<file path="config.mk">
export PLATFORM = sky130hd
export DESIGN_NAME = rb1_arbiter
export DESIGN_NICKNAME = d
export VERILOG_FILES = /design/src/rtl/rb1_arbiter.sv
export SDC_FILE = /design/constraint.sdc
export NUM_CORES = 1
export LEC_CHECK = 0
export CORE_MARGIN = 2
export CORE_UTILIZATION = 35
export DETAILED_ROUTE_END_ITERATION = 10
export GPL_ROUTABILITY_DRIVEN = 1
export GPL_TIMING_DRIVEN = 0
export MAX_ROUTING_LAYER = met4
export PLACE_DENSITY_LB_ADDON = 0.12
export SLEW_MARGIN = 20
export SYNTH_ARGS = -nofsm -noshare
export SYNTH_HDL_FRONTEND = slang
export SYNTH_SLANG_ARGS = --single-unit
</file>
<file path="constraint.sdc">
create_clock -name clk -period 2.4 [get_ports clk]
set_input_delay 0.36 -clock clk [delete_from_list [all_inputs] [get_ports clk]]
set_output_delay 0.36 -clock clk [all_outputs]
set_load 0.05 [all_outputs]
</file>
<file path="src/rtl/rb1_arbiter.sv">
// Two-port round-robin arbiter for the RB1 32x8 register bank.
// Define RB1_ARB_FIXED_PRIO_EN for fixed priority (port 0 wins all contention).
module rb1_arbiter #(
  parameter int MAX_BURST = 18
) (
  input  logic       clk,
  input  logic       rst,
  input  logic       m0_req,
  input  logic       m0_rw,
  input  logic [4:0] m0_addr,
  input  logic [7:0] m0_wd,
  input  logic       m0_last,
  output logic       m0_gnt,
  output logic       m0_rvalid,
  output logic [7:0] m0_rdata,
  input  logic       m1_req,
  input  logic       m1_rw,
  input  logic [4:0] m1_addr,
  input  logic [7:0] m1_wd,
  input  logic       m1_last,
  output logic       m1_gnt,
  output logic       m1_rvalid,
  output logic [7:0] m1_rdata,
  output logic       RB1_RW,
  output logic [4:0] RB1_A,
  output logic [7:0] RB1_D,
  input  logic [7:0] RB1_Q
);

  typedef enum logic [1:0] {IDLE, OWN0, OWN1} state_t;

  typedef struct packed {
    logic       req;
    logic       rw;
    logic [4:0] addr;
    logic [7:0] wd;
    logic       last;
  } port_req_t;

  localparam logic [5:0] CAP = 6'(MAX_BURST);

  port_req_t [1:0] p;
  state_t          state, state_nx;
  logic [5:0]      bcnt;
  logic            own, acc, rel;
  logic            rd_pend, rd_port;

  assign p[0] = {m0_req, m0_rw, m0_addr, m0_wd, m0_last};
  assign p[1] = {m1_req, m1_rw, m1_addr, m1_wd, m1_last};

  assign own = (state == OWN1);
  assign acc = (state != IDLE) && p[own].req;
  // A dropped request releases without an access; otherwise last or cap ends the burst.
  assign rel = (state != IDLE) &&
               (!p[own].req || p[own].last || (bcnt + 6'd1 == CAP));

`ifndef RB1_ARB_FIXED_PRIO_EN
  logic rr_ptr;

  always_ff @(posedge clk or negedge rst) begin
    if (!rst)     rr_ptr <= 1'b0;
    else if (rel) rr_ptr <= ~own;
  end
`endif

  always_ff @(posedge clk or negedge rst) begin
    if (!rst) state <= IDLE;
    else      state <= state_nx;
  end

  always_comb begin
    state_nx = state;
    unique case (state)
      IDLE: begin
        if (p[0].req && p[1].req) begin
`ifdef RB1_ARB_FIXED_PRIO_EN
          state_nx = OWN0;
`else
          state_nx = rr_ptr ? OWN1 : OWN0;
`endif
        end else if (p[0].req) state_nx = OWN0;
        else if (p[1].req)     state_nx = OWN1;
      end
      default: begin
        if (rel) begin
`ifdef RB1_ARB_FIXED_PRIO_EN
          if (p[0].req)      state_nx = OWN0;
          else if (p[1].req) state_nx = OWN1;
          else               state_nx = IDLE;
`else
          // Other port first; the releasing port may re-grab only if alone.
          if (p[~own].req)     state_nx = own ? OWN0 : OWN1;
          else if (p[own].req) state_nx = state;
          else                 state_nx = IDLE;
`endif
        end
      end
    endcase
  end

  always_ff @(posedge clk or negedge rst) begin
    if (!rst)                        bcnt <= '0;
    else if (rel || state == IDLE)   bcnt <= '0;
    else if (acc)                    bcnt <= bcnt + 6'd1;
  end

  always_ff @(posedge clk or negedge rst) begin
    if (!rst) begin
      rd_pend <= 1'b0;
      rd_port <= 1'b0;
    end else begin
      rd_pend <= acc && p[own].rw;
      rd_port <= own;
    end
  end

  assign m0_gnt    = (state == OWN0);
  assign m1_gnt    = (state == OWN1);
  assign RB1_RW    = acc ? p[own].rw   : 1'b1;
  assign RB1_A     = acc ? p[own].addr : 5'd0;
  assign RB1_D     = acc ? p[own].wd   : 8'd0;
  assign m0_rvalid = rd_pend && !rd_port;
  assign m1_rvalid = rd_pend &&  rd_port;
  assign m0_rdata  = m0_rvalid ? RB1_Q : 8'd0;
  assign m1_rdata  = m1_rvalid ? RB1_Q : 8'd0;

endmodule

</file>
==> results of run 1 <==
per-layer routing:
layer	global-route usage [%]	share of wire [%]	vias up
met3	1.88	7.3	2
met2	35.5	53	48
met1	21.0	39	502
li1	-	-	574
met5	-	0	-
met4	4.88	0.58	0
registers in the layout, summed over array words and instances, names as in the netlist:
| name | flops |
|---|---|
| bcnt | 6 |
| rd_pend | 1 |
| rd_port | 1 |
| rr_ptr | 1 |
| state | 2 |
where the power goes:
part	internal [mW]	total, mW	switching (mW)
registers	0.218	0.271	0.0528
logic	0.271	0.803	0.532
clock network	0.0642	0.120	0.0557
total	0.553	1.19	0.641
path summary, 6_finish.rpt:
kind | end | startpoint
hold reg to reg | bcnt[0] | bcnt[0]
hold / removal | rr_ptr | rst
setup reg to reg | state[1] | bcnt[0]
max in group asynchronous | state[0] | rst
setup / recovery | RB1_RW | state[1]
min in group clk | bcnt[0] | bcnt[0]
layout make-up:
cell class                 instances  area, um2
inverter                           4       15.0
tap                               30       37.5
sequential                        11        277
timing repair buffer              75        724
clock buffer                       4       26.3
fill                             202        733
buffer                             4       21.3
multi-input combinational        102        643
worst max-delay path: stages, from the launching register on:
cell	delay (ns)
dfrtp_1	0.49
nand2_4	0.13
inv_2	0.09
a22oi_2	0.28
nand2b_1	0.14
dlygate4sd2_1	0.53
cells by family after synthesis:
group	share of synthesized area, %
compound gates	19.6
xor+xnor	3.85
fa+ha+maj	2.75
buf+inv	3.43
flops	30.2
mux	2.20
simple gates	37.9
metrics by stage:
step	utilization [%]	hold WS [ns]	power, mW	setup WS, ns
2_1_floorplan	-	0.0644	0.824	0.291
3_3_place_gp	70.0	0.495	1.10	-0.358
3_5_place_dp	70.0	0.509	1.12	-0.361
4_1_cts	71.2	0.428	1.21	0.0203
5_1_grt	70.4	0.447	1.28	0.00737
6_report	70.4	0.418	1.19	0.120
cells in the final DEF (no fill, tap or decap), types with 6 or more instances in the layout:
cell | netlist | routed
dfrtp_1 | 11 | 10
and2_1 | 9 | 9
nand2_1 | 29 | 29
nor2_1 | 10 | 10
a21oi_2 | 0 | 9
clkdlybuf4s15_2 | 0 | 6
clkdlybuf4s50_1 | 0 | 51
a21oi_1 | 15 | 6
and3_1 | 9 | 9
dlygate4sd2_1 | 0 | 13
==> impl_metrics.yaml, run 1 <==
outcome:
  status: "complete, no violations"
floorplanning:
  start_util_pct: 36.8
  die_w_um: 55.0
  fp.dieH_um: 55.0
  rows: 18
  core_area_um2: 2480
  boundaryPins: 76
  die_area_um2: 3030
clock_network:
  cts_buffer_depth: 2
  cts_resized: 45
  cts_hold_buf: 0
  cts_tree: "built"
  numClockSinks: 11
  insertion_delay_ns: 0.26
  cts_setup_buffers: 0
  cts-root-buf: "clkbuf_4"
  clk_pin_slew_ns: 0.07
  numCtsBuffers: 3
  h-tree-depth: 1
setup_path:
  required_ns: 2.04
  critical_path_class: "reg2out"
  cp-start-kind: "flip-flop"
  reg2reg_depth: 6
  path_max_fanout: 9
  endpoint_kind: "output port"
  reg2reg_slack_ns: 0.66
  cp.arrival_ns: 1.92
synth:
  synth_top_cell_area_share_pct: 30.2
  netlist_instances: 121
  syn_nets: 165
  avgSynthCellArea_um2: 7.53
  ys_warn_count: 0
  syn_area_um2: 911
  ys_seq_area_share_pct: 30.2
  yosysTopAreaCell: "dfrtp_1"
  synthTopCellsByArea: "dfrtp_1 30%, nand2_1 12%, a21oi_1 8.2%, and2_1 6.2%, and3_1 6.2%"
  netlist-cell-type-count: 33
  synth_edf_count: 0
  synth_commonest_cells: "29 x nand2_1, 15 x a21oi_1, 11 x dfrtp_1, 10 x nor2_1"
  synth_seq_cells: 11
  yosysMostFrequentCell: "nand2_1"
  synthFlopType: "dfrtp_1"
  synthArstFlopShare_pct: 100
sta:
  relSlewSlack_pct: 66.1
  period_needed_ns: 2.28
  setup_viol: 0
  fmax_mhz: 439
  clock_skew_ns: 0.00261
  period_share_pct: 95.0
  drv_slew: 0
  worstMarginPinSlew_ns: 0.506
  fin_setup_tns_ns: 0
  final-hold-violation-count: 0
  rsz0062_at_grt: "no"
global_route:
  grt.overflow.total: 0
  grt_pass1_wl_mm: 4.12
  grt_start_max_net_pins: 12
  grt_pass1_vias: 1037
  track_usage_pct: 18.8
  grt_antenna_before_repair: 0
routing:
  drc: 0
  via_per_inst: 4.90
  routed_wl_mm: 2.74
  drt_iter0_drc: 13
  routedWlPerCell_um: 11.9
  via_count: 1126
  dr.pass1.iters: 4
  ant_nets: 0
placement:
  port_buffers: 75
  place_area_um2: 1730
  post-place-cells: 226
  place_congestion: 0.792
  hpwl_mm: 2.28
cells_and_area:
  antenna_cells: 0
  area_growth_pct: 91.5
  final_area_um2: 1740
  drive_gt1_share_pct: 17.5
  fin_nets: 245
  final_cells: 230
min_path:
  hp-class: "in2async"
power:
  peakVddDrop_v: 0.000459
  leakagePower_nw: 0.800
  powerDensity_nw_per_um2: 684
flow_run:
  maxCapViolCount: 0
(Power assumes the default switching activity.)
==> inputs of run 2 (changes only) <==
--- a/config.mk
+++ b/config.mk
@@ -7,6 +7,7 @@
 export LEC_CHECK = 0
 export CORE_MARGIN = 2
 export CORE_UTILIZATION = 35
+export CTS_BUF_LIST = sky130_fd_sc_hd__clkbuf_16
 export DETAILED_ROUTE_END_ITERATION = 10
 export GPL_ROUTABILITY_DRIVEN = 1
 export GPL_TIMING_DRIVEN = 0
==> impl_metrics.yaml, run 2 (same netlist as run 1, synthesis figures left out) <==
sta:
  fin_setup_tns_ns: 0
  setup_viol: 0
  drv_slew: 0
  fmax_mhz: 444
  final-hold-violation-count: 0
  relSlewSlack_pct: 66.2
  period_needed_ns: 2.25
  period_share_pct: 93.8
  rsz0062_at_grt: "no"
  worstMarginPinSlew_ns: 0.506
  clock_skew_ns: 0.00257
floorplanning:
  rows: 18
  start_util_pct: 36.8
  boundaryPins: 76
  fp.dieH_um: 55.0
  die_w_um: 55.0
  die_area_um2: 3030
  core_area_um2: 2480
cells_and_area:
  top_regs: "bcnt x6, state x2"
  final_cell_mix: "51 x clkdlybuf4s50_1, 29 x nand2_1, 13 x dlygate4sd2_1"
  area_growth_pct: 100
  final_cells: 230
  drive_gt1_share_pct: 17.5
  final_common_cell: "clkdlybuf4s50_1"
  largest_reg_flops: 6
  antenna_cells: 0
  final_area_um2: 1820
  fin_nets: 245
  regMostFlops: "bcnt"
routing:
  via_per_inst: 4.91
  via_count: 1130
  drt_iter0_drc: 18
  routedWlPerCell_um: 12.4
  drc: 0
  dr.pass1.iters: 3
  routed_wl_mm: 2.86
  ant_nets: 0
placement:
  place_congestion: 0.792
  place_area_um2: 1730
  port_buffers: 75
  post-place-cells: 226
  hpwl_mm: 2.28
power:
  combPwrFrac_pct: 59.0
  p_int_mw: 0.717
  p_sw_share_pct: 48.2
  powerDensity_nw_per_um2: 759
  pwr-share-clk_pct: 21.3
  p_sw_mw: 0.666
  peakVddDrop_v: 0.000584
  power_frac_seq_pct: 19.7
  leakagePower_nw: 0.823
global_route:
  grt_start_max_net_pins: 12
  track_usage_pct: 19.3
  grt.overflow.total: 0
  grt_pass1_wl_mm: 4.25
  grt_pass1_vias: 1062
  grt_antenna_before_repair: 0
setup_path:
  cp.arrival_ns: 1.89
  critical_path_class: "reg2out"
  required_ns: 2.04
  reg2reg_slack_ns: 0.65
  cp-start-kind: "flip-flop"
  endpoint_kind: "output port"
  path_max_fanout: 9
clock_network:
  insertion_delay_ns: 0.23
  numClockSinks: 11
  cts_tree: "built"
  h-tree-depth: 1
  clk_pin_slew_ns: 0.04
  numCtsBuffers: 3
  cts_buffer_depth: 2
  cts_resized: 45
  cts_hold_buf: 0
  cts-root-buf: "clkbuf_16"
  cts_setup_buffers: 0
min_path:
  hp-class: "in2async"
flow_run:
  maxCapViolCount: 0
outcome:
  status: "complete, no violations"
==> run 2: path summary, 6_finish.rpt <==
| check | endpoint | from | cells past startpoint |
|---|---|---|---|
| worst min register to register | rr_ptr | rr_ptr | 1 |
| worst max register to register | state[1] | bcnt[0] | 6 |
| worst min-delay path | rr_ptr | rst | 1 |
| max in group asynchronous | state[0] | rst | 1 |
| min in group clk | rr_ptr | rr_ptr | 1 |
| worst max-delay path | RB1_RW | state[1] | 5 |
==> run 2: layer usage <==
metal,vias to the layer above,GRT usage (%),routed length [um]
met5,-,-,0
met4,0,6.10,14
met3,2,0.269,185
met2,47,37.1,1560
met1,508,21.7,1110
li1,573,-,-
==> run 2: critical path, cell delays in order (launching register included) <==
cell and delay, ns:
dfrtp_1 0.49, nand2_4 0.13, inv_2 0.09, a22oi_2 0.28, nand2b_1 0.14, dlygate4sd2_1 0.53
==> run 2: layout make-up <==
type	instances	area, um2
Buffer	4	21.3
Inverter	4	15.0
Sequential cell	11	277
Clock inverter	1	3.75
Timing Repair Buffer	75	749
Multi-Input combinational cell	102	643
Fill cell	187	656
Clock buffer	3	75.1
Tap cell	30	37.5
==> run 2: metrics by stage <==
| step | setup WS [ns] | total power, mW | hold WS (ns) | utilization (%) |
|---|---|---|---|---|
| floorplan | 0.291 | 0.824 | 0.0644 | - |
| global placement | -0.358 | 1.10 | 0.495 | 70.0 |
| detailed placement | -0.361 | 1.12 | 0.509 | 70.0 |
| CTS | 0.0575 | 1.39 | 0.466 | 73.3 |
| global route | 0.0365 | 1.46 | 0.505 | 73.5 |
| finish | 0.150 | 1.38 | 0.455 | 73.5 |
==> run 2: power groups by stage <==
stage	clock (mW)	combinational, mW	sequential (mW)
6_report	0.295	0.815	0.273
5_1_grt	0.309	0.871	0.280
2_1_floorplan	0	0.565	0.259
3_5_place_dp	0	0.845	0.273
4_1_cts	0.298	0.822	0.271
3_3_place_gp	0	0.835	0.270
==> inputs of run 3 (changes only) <==
--- a/config.mk
+++ b/config.mk
@@ -5,12 +5,14 @@
 export SDC_FILE = /design/constraint.sdc
 export NUM_CORES = 1
 export LEC_CHECK = 0
+export CAP_MARGIN = 20
 export CORE_MARGIN = 2
 export CORE_UTILIZATION = 35
 export CTS_BUF_LIST = sky130_fd_sc_hd__clkbuf_16
 export DETAILED_ROUTE_END_ITERATION = 10
 export GPL_ROUTABILITY_DRIVEN = 1
 export GPL_TIMING_DRIVEN = 0
+export HOLD_SLACK_MARGIN = 0.03
 export MAX_ROUTING_LAYER = met4
 export PLACE_DENSITY_LB_ADDON = 0.12
 export SLEW_MARGIN = 20
==> results of run 3 <==
Same layout as run 2: the final DEF is identical, and so are final timing and power.
